## config.mk

```make
export PLATFORM = sky130hd
export DESIGN_NAME = priority_encoder_4_to_2_flat
export DESIGN_NICKNAME = d
export VERILOG_FILES = /design/src/rtl/priority_encoder_4_to_2_if.sv /design/src/rtl/priority_encoder_4_to_2.sv /design/src/flat_wrapper.sv
export SDC_FILE = /design/constraint.sdc
export NUM_CORES = 1
export LEC_CHECK = 0
export CORE_AREA = 2 2 39 41
export DETAILED_ROUTE_END_ITERATION = 8
export DIE_AREA = 0 0 41 43
export PLACE_DENSITY = 0.69
export SYNTH_ARGS = -nofsm -noshare
export SYNTH_HDL_FRONTEND = slang
export SYNTH_SLANG_ARGS = --single-unit
```

## constraint.sdc

```tcl
create_clock -name clk -period 1.3 [get_ports clk]
set_input_delay 0.26 -clock clk [delete_from_list [all_inputs] [get_ports clk]]
set_output_delay 0.26 -clock clk [all_outputs]
set_load 0.02 [all_outputs]
```

## src/rtl/priority_encoder_4_to_2_if.sv

```systemverilog
// rtl/priority_encoder_4_to_2_if.sv - request/ack/encoded-output bundle for the priority encoder
interface priority_encoder_4_to_2_if;
  logic       enable;   // active-low enable
  logic [3:0] in;       // active-low request lines
  logic       ack;      // retires the presented code
  logic [1:0] out;      // encoded highest-priority pending index
  logic       valid_n;  // active-low valid for out
  logic [3:0] pending;  // sticky pending vector

  modport master (
    output enable,
    output in,
    output ack,
    input  out,
    input  valid_n,
    input  pending
  );

  modport slave (
    input  enable,
    input  in,
    input  ack,
    output out,
    output valid_n,
    output pending
  );
endinterface

```

## src/rtl/priority_encoder_4_to_2.sv

```systemverilog
// rtl/priority_encoder_4_to_2.sv - registered active-low 4-to-2 priority encoder with sticky capture and ack
module priority_encoder_4_to_2 #(
  parameter bit PRIORITY_HIGH = 1'b1
) (
  input  logic                        clk,
  input  logic                        reset,
  priority_encoder_4_to_2_if.slave    bus
);

  logic [3:0] in_q;
  logic [3:0] pending_q;
  logic [3:0] pending_d;
  logic [1:0] out_q;
  logic [1:0] out_d;
  logic       valid_n_q;
  logic       valid_n_d;
  logic [3:0] event_w;
  logic [3:0] clear_w;
  logic       ack_accepted_w;

  // Highest pending index in the configured direction; only meaningful when p != 0.
  function automatic logic [1:0] encode(input logic [3:0] p);
    logic [1:0] idx;
    idx = 2'b00;
    if (PRIORITY_HIGH) begin
      if      (p[3]) idx = 2'd3;
      else if (p[2]) idx = 2'd2;
      else if (p[1]) idx = 2'd1;
      else           idx = 2'd0;
    end else begin
      if      (p[0]) idx = 2'd0;
      else if (p[1]) idx = 2'd1;
      else if (p[2]) idx = 2'd2;
      else           idx = 2'd3;
    end
    return idx;
  endfunction

  // Next-state: falling-edge capture, ack retirement of the registered index, output encode.
  always_comb begin
    event_w        = in_q & ~bus.in & {4{~bus.enable}};
    // Ack retires against what the consumer actually saw, i.e. the registered out/valid_n.
    ack_accepted_w = bus.ack & ~valid_n_q;
    clear_w        = 4'b0000;
    if (ack_accepted_w) begin
      clear_w[out_q] = 1'b1;
    end
    // A new event on the index being retired wins over the clear.
    pending_d      = event_w | (pending_q & ~clear_w);
    // Encoding pending_d rather than pending_q gives single-cycle latency on events and acks.
    out_d          = (|pending_d) ? encode(pending_d) : out_q;
    valid_n_d      = ~(~bus.enable & (|pending_d));
  end

  // State registers with synchronous active-high reset; reset discards same-edge events and acks.
  always_ff @(posedge clk) begin
    if (reset) begin
      in_q      <= 4'b1111;
      pending_q <= 4'b0000;
      out_q     <= 2'b00;
      valid_n_q <= 1'b1;
    end else begin
      in_q      <= bus.in;
      pending_q <= pending_d;
      out_q     <= out_d;
      valid_n_q <= valid_n_d;
    end
  end

  assign bus.out     = out_q;
  assign bus.valid_n = valid_n_q;
  assign bus.pending = pending_q;

endmodule

```

## src/flat_wrapper.sv

```systemverilog
// flat-port wrapper written by rule: the top's interface ports become plain ports
module priority_encoder_4_to_2_flat 
#(
  parameter bit PRIORITY_HIGH = 1'b1
)
  (clk, reset, bus_enable, bus_in, bus_ack, bus_out, bus_valid_n, bus_pending);
  priority_encoder_4_to_2_if bus_i ();
  input  logic clk;
  input  logic reset;
  input wire logic [$bits(bus_i.enable)-1:0] bus_enable;
  input wire logic [$bits(bus_i.in)-1:0] bus_in;
  input wire logic [$bits(bus_i.ack)-1:0] bus_ack;
  output wire logic [$bits(bus_i.out)-1:0] bus_out;
  output wire logic [$bits(bus_i.valid_n)-1:0] bus_valid_n;
  output wire logic [$bits(bus_i.pending)-1:0] bus_pending;
  assign bus_i.enable = bus_enable;
  assign bus_i.in = bus_in;
  assign bus_i.ack = bus_ack;
  assign bus_out = bus_i.out;
  assign bus_valid_n = bus_i.valid_n;
  assign bus_pending = bus_i.pending;
  priority_encoder_4_to_2 #(.PRIORITY_HIGH(PRIORITY_HIGH)) u_core (.clk(clk), .reset(reset), .bus(bus_i));
endmodule
```

==> flow_metrics.py, run 1 <==
metrics = {
    "synthesis": {
        "synth_edf_count": 0,
        "synth_top_area_frac": 0.519,
        "netlist_area_um2": 424,
        "synthArstFlopShare": 0,
        "avgSynthCellArea_um2": 9.64,
        "synth_largest_area_cell": "dfxtp_1",
        "ys.flop_type": "dfxtp_1",
        "syn_nets": 52,
        "yosysWarnings": 0,
        "syn_inst": 44,
        "ys_top_cells_by_area": "dfxtp_1 52%, or2_2 7.4%, nand2b_1 5.9%",
        "ys_top_cells_by_count": "11 x dfxtp_1, 5 x or2_2, 4 x a21oi_1, 4 x nand2b_1, 4 x nor2_1",
        "synth_seq_area_share": 0.519,
        "synth-seq-cells": 11,
        "yosysUniqueCellTypes": 19,
        "synth_most_common_cell": "dfxtp_1",
    },
    "clocking": {
        "cts_tree": "yes",
        "clk_path_buf_depth": 2,
        "htreeDepth": 1,
        "path_clk_slew_ns": 0.07,
        "clk-insertion-delay-late_ns": 0.27,
        "ctsRootBufferMaster": "clkbuf_4",
        "cts_buffers": 3,
        "clock-sinks": 11,
    },
    "timing": {
        "worst_pin_slew_ns": 0.286,
        "grt_setup_unrepaired": "yes",
        "hold_viol": 0,
        "finalCritPeriodShare": 0.976,
        "max_freq_mhz": 788,
        "finalMaxSlewViolations": 0,
        "setup-violations-final": 0,
        "min_period_ns": 1.27,
        "tns_ns": 0,
        "max-slew-margin-rel": 0.808,
        "skew_ns": 0.000612,
    },
    "global_routing": {
        "grt_use_total": 0.126,
        "grt_max_degree": 12,
        "grt_antenna_before_repair": 0,
        "grt_pass1_wl_mm": 1.35,
        "grt_pass1_vias": 349,
        "grt_overflow_total": 0,
    },
    "critical_path": {
        "end_kind": "flip-flop",
        "slowest_delay_ns": 0.31,
        "crit_fanout": 3,
        "criticalPathCategory": "reg2reg",
        "crit_arrival_ns": 1.43,
        "crit_chain": "nand2b_1 > o21ai_0 > and3b_1 > buf_4 > a21oi_1",
        "cpMaxStageDelayCell": "dfxtp_1",
        "start_kind": "flip-flop",
        "required_ns": 1.46,
    },
    "pwr": {
        "p_total_mw": 0.770,
        "leakage_nw": 0.301,
        "p_per_area_nw_per_um2": 1150,
        "vdd_ir_drop_max_v": 0.000544,
    },
    "routing": {
        "vias_per_cell": 4.62,
        "ant_nets": 0,
        "drt_iter0_drc": 1,
        "drc": 0,
        "vias": 379,
        "wire_per_inst_um": 10.5,
        "drt_pass1_iterations": 3,
        "routed_wl_um": 865,
    },
    "floorplanning": {
        "die_h_um": 43,
        "initial_core_util": 0.307,
        "die_w_um": 41,
        "boundaryPins": 15,
        "core_area_um2": 1380,
        "placementRows": 14,
        "die_area_um2": 1760,
    },
    "cells_and_area": {
        "area_growth_pct": 57.8,
        "drive_above_1_share": 0.318,
        "fin_nets": 75,
        "num_antenna_cells": 0,
    },
    "placed_design": {
        "port_buffers": 14,
        "hpwl_um": 632,
        "routabilityCongestion": 0.704,
    },
    "job": {
        "max_cap_viol_count": 0,
    },
    "run_status": {
        "status": "finished clean",
    },
    "min_path": {
        "hold_path.class": "in2reg",
    },
}
flip-flops by register name, summed over array words and instances, names as in the netlist:
signal              flops
u_core.bus.valid_n      1
u_core.bus.pending      4
u_core.bus.out          2
u_core.in_q             4
layer usage:
| metal | global-route usage | vias up | share of wire |
|---|---|---|---|
| met1 | 0.134 | 167 | 0.43 |
| met4 | 0.180 | 0 | 0.071 |
| li1 | - | 197 | - |
| met2 | 0.169 | 11 | 0.47 |
| met5 | 0 | - | 0 |
| met3 | 0.0157 | 4 | 0.035 |
where the power goes:
group | internal, mW | switching, mW
sequential | 0.364 | 0.0169
clock | 0.119 | 0.110
combinational | 0.0887 | 0.0722
total | 0.571 | 0.199
what timing repair did:
item                                    CTS  global route
pin swaps                                 2             3
endpoints found under the hold margin     0             0
endpoints found under the setup margin    9             2
hold buffers                              0             0
setup buffers                             0             2
resized for setup                        10             5
path summary, 6_finish.rpt:
| check | startpoint | end | slack (ns) | cells after the start |
|---|---|---|---|---|
| max | u_core.bus.valid_n$_SDFF_PP1_ | u_core.bus.out[1]$_SDFFE_PP0P_ | 0.03 | 5 |
| min | bus_enable | u_core.bus.pending[0]$_SDFF_PP0_ | 0.42 | 4 |
| max reg2reg | u_core.bus.valid_n$_SDFF_PP1_ | u_core.bus.out[1]$_SDFFE_PP0P_ | 0.03 | 5 |
| min reg2reg | u_core.bus.out[1]$_SDFFE_PP0P_ | u_core.bus.out[1]$_SDFFE_PP0P_ | 0.50 | 2 |
placed cells by master, fill, tap and decap left out, drive strengths merged:
cell type      count
dlymetal6s2s       1
or3                1
a21bo              1
and3b              1
inv                1
nand3              1
a21oi              5
or2                5
nand2              1
a31o               1
nor3b              2
nor2               4
o21ai              2
nand4bb            1
clkdlybuf4s50      5
o21a               1
dfxtp             11
nand2b             4
a311o              1
buf                5
dlygate4sd2        8
clkbuf             4
layout make-up:
class	instances	area [um^2]
flip-flops and latches	11	225
well taps	16	20.0
inverters	1	3.75
fillers	134	714
multi-input cells	31	224
repair buffers	19	170
clock buffers	4	26.3
metrics by stage:
step	hold slack, ns	instance area (um^2)	worst slack, ns	utilization	cells
after global placement	0.500	606	-0.292	0.438	76
final	0.425	669	0.0310	0.484	82
after floorplan	0.340	427	0.0189	-	44
after detailed placement	0.492	606	-0.324	0.438	76
after global routing	0.477	669	-0.0193	0.484	82
after CTS	0.500	631	0.00322	0.456	80
worst max-delay path: cells and delay by family (launching register included):
| family | cells | cell delay [ns] |
|---|---|---|
| compound gates | 2 | 0.32 |
| buf+inv | 1 | 0.12 |
| flops | 1 | 0.31 |
| simple gates | 2 | 0.42 |
logic make-up (layout without fill, tap and decap cells):
family / after synthesis / after routing / synth area share
AND/OR/NAND/NOR: 20 / 20 / 0.286
buffers and inverters: 2 / 24 / 0.0177
flip-flops: 11 / 11 / 0.519
AO/OA/AOI/OAI: 11 / 11 / 0.177
Note: power is estimated with default switching activity, not from simulation.
==> inputs of run 2 (changes only) <==
--- a/config.mk
+++ b/config.mk
@@ -8,6 +8,7 @@
 export CORE_AREA = 2 2 39 41
 export DETAILED_ROUTE_END_ITERATION = 8
 export DIE_AREA = 0 0 41 43
+export GPL_ROUTABILITY_DRIVEN = 0
 export PLACE_DENSITY = 0.69
 export SYNTH_ARGS = -nofsm -noshare
 export SYNTH_HDL_FRONTEND = slang
==> results of run 2 <==
No change in the layout: final DEF, timing and power equal those of run 1.
==> inputs of run 3 (changes only) <==
==> constraint.sdc (replaced) <==
create_clock -name clk -period 1.1 [get_ports clk]
set_input_delay 0.165 -clock clk [delete_from_list [all_inputs] [get_ports clk]]
set_output_delay 0.165 -clock clk [all_outputs]
set_load 0.02 [all_outputs]
==> run 3 against run 2 <==
Effect of this change:
- the run now ends with negative setup slack left
- power rose by 22%
- sequential share of layout area fell by 1.4 points
- highest routed layer unchanged
- global-route usage fell by 0.050 points
- via count rose by 6.3%
- core utilization rose by 3.5 points
- largest power group unchanged
- cell count rose by 4.9%
- die area did not move
- first-iteration DRC count rose to 4.0 times the previous value
- critical endpoint is now u_core.bus.out[0]$_SDFFE_PP0P_
- flip-flop and latch count did not move
- fmax rose by 3.3%
- register-to-register slack got worse by 0.16 ns
- count of clock-buffer cells in the layout did not move
==> flow_metrics.py, run 3 (synthesis gave the netlist of run 1 again) <==
metrics = {
    "run_status": {
        "status": "finished, violations left",
        "violations": "negative setup slack",
    },
    "timing": {
        "hold_viol": 0,
        "finalMaxSlewViolations": 0,
        "max-slew-margin-rel": 0.843,
        "min_period_ns": 1.23,
        "skew_ns": 0.000174,
        "finalCritPeriodShare": 1.12,
        "setup-violations-final": 6,
        "max_freq_mhz": 814,
        "setup_slack_ns": -0.128,
        "worst_pin_slew_ns": 0.235,
        "grt_setup_unrepaired": "yes",
    },
    "critical_path": {
        "reg2reg_from": "u_core.bus.out[1]$_SDFFE_PP0P_",
        "end_kind": "flip-flop",
        "slowest_delay_ns": 0.36,
        "cp_num_buf_inv": 0,
        "critPathTopFamily": "compound AO/OA/AOI/OAI gates",
        "ff2ff_path_depth": 4,
        "crit_chain": "nand4bb_1 > a21oi_2 > a21bo_1 > a31o_1",
        "required_ns": 1.26,
        "criticalPathCategory": "reg2reg",
        "crit_fanout": 6,
        "rrSetupSlack_ns": -0.13,
        "cpMaxStageDelayCell": "dfxtp_4",
        "crit_arrival_ns": 1.38,
        "start_kind": "flip-flop",
        "r2r-end": "u_core.bus.out[0]$_SDFFE_PP0P_",
    },
    "cells_and_area": {
        "area_growth_pct": 69.3,
        "fin_area_um2": 718,
        "final_cell_mix": "8 x buf_4, 8 x dfxtp_1, 5 x or2_2, 5 x clkdlybuf4s50_1",
        "drive_above_1_share": 0.457,
        "num_antenna_cells": 0,
        "fin_nets": 79,
        "fill_cells": 126,
        "final_cell_count_no_fill": 86,
    },
    "routing": {
        "vias_per_cell": 4.69,
        "wire_per_inst_um": 10.4,
        "drc": 0,
        "drt_iter0_drc": 4,
        "ant_nets": 0,
        "routed_wl_um": 893,
        "drt_pass1_iterations": 4,
        "vias": 403,
    },
    "pwr": {
        "p_per_area_nw_per_um2": 1310,
        "vdd_ir_drop_max_v": 0.000711,
        "leakage_nw": 0.310,
    },
    "min_path": {
        "hold_path.class": "in2reg",
        "min_from": "bus_enable",
        "holdPathStages": 2,
        "min_to": "u_core.bus.valid_n$_SDFF_PP1_",
    },
    "floorplanning": {
        "die_area_um2": 1760,
        "placementRows": 14,
        "initial_core_util": 0.307,
        "die_h_um": 43,
        "core_area_um2": 1380,
        "boundaryPins": 15,
        "die_w_um": 41,
    },
    "clocking": {
        "ctsRootBufferMaster": "clkbuf_4",
        "clk-insertion-delay-late_ns": 0.26,
        "cts_tree": "yes",
        "clk_path_buf_depth": 2,
        "cts_buffers": 3,
        "htreeDepth": 1,
        "clock-sinks": 11,
        "path_clk_slew_ns": 0.07,
    },
    "placed_design": {
        "pre_cts_slack_ns": -0.454,
        "placed_cells": 79,
        "port_buffers": 14,
        "placedInstanceArea_um2": 648,
    },
    "global_routing": {
        "grt_use_total": 0.126,
        "grt_overflow_total": 0,
        "grt_antenna_before_repair": 0,
        "grt_max_degree": 12,
        "grt_pass1_wl_mm": 1.48,
        "grt_pass1_vias": 369,
    },
    "job": {
        "max_cap_viol_count": 0,
    },
}
[run 3: changes by cell type in the layout (fill, tap and decap cells not counted), moves of 2 or more]
cell	previous run	this run
o21ai_1	0	2
o21ai_0	2	0
clkbuf_2	0	3
dfxtp_4	1	3
buf_4	5	8
dlygate4sd2_1	8	3
clkdlybuf4s15_1	0	3
[run 3: metal layers]
layer	share of wire	global-route usage	wire [um]	vias up
met1	0.44	0.146	395	186
met4	0.0045	0.100	4	0
met2	0.51	0.194	456	9
li1	-	-	-	206
met5	0	0	0	-
met3	0.041	0.0157	37	2
[run 3: final cells by class]
| type | count | area [um^2] | share of cell area |
|---|---|---|---|
| Timing Repair Buffer | 23 | 193 | 0.268 |
| Sequential cell | 11 | 231 | 0.322 |
| Multi-Input combinational cell | 31 | 244 | 0.340 |
| Inverter | 1 | 3.75 | 0.00523 |
| Clock buffer | 4 | 26.3 | 0.0366 |
| Tap cell | 16 | 20.0 | 0.0279 |
[run 3: through the flow]
stage	hold WS, ns	power [mW]	setup TNS, ns	util
2_1_floorplan	0.245	0.556	-0.247	-
3_3_place_gp	0.503	0.660	-2.11	0.468
3_5_place_dp	0.517	0.664	-2.20	0.468
4_1_cts	0.403	0.934	-0.389	0.505
5_1_grt	0.423	0.994	-0.602	0.519
6_report	0.408	0.939	-0.306	0.519
[run 3: power by group]
group | internal, mW | switching (mW)
clock | 0.140 | 0.128
sequential | 0.429 | 0.0212
combinational | 0.124 | 0.0973
[run 3: worst max-delay path by stage]
| stage | startpoint | endpoint | cells after the start |
|---|---|---|---|
| 6_report | u_core.bus.out[1]$_SDFFE_PP0P_ | u_core.bus.out[0]$_SDFFE_PP0P_ | 4 |
| 5_1_grt | u_core.bus.out[1]$_SDFFE_PP0P_ | u_core.bus.out[0]$_SDFFE_PP0P_ | 4 |
| 4_1_cts | u_core.bus.out[1]$_SDFFE_PP0P_ | u_core.bus.out[0]$_SDFFE_PP0P_ | 4 |
| 3_5_place_dp | bus_enable | u_core.bus.out[0]$_SDFFE_PP0P_ | 5 |
| 3_3_place_gp | bus_enable | u_core.bus.out[0]$_SDFFE_PP0P_ | 5 |
| 2_1_floorplan | u_core.bus.out[1]$_SDFFE_PP0P_ | u_core.bus.out[0]$_SDFFE_PP0P_ | 4 |
[run 3: repair_timing]
| item | 4_1_cts | 5_1_grt |
|---|---|---|
| hold buffers | 0 | 0 |
| endpoints found under the hold margin | 0 | 0 |
| pin swaps | 5 | 3 |
| resized for setup | 14 | 12 |
| buffers inserted | 2 | 1 |
| endpoints found under the setup margin | 11 | 12 |
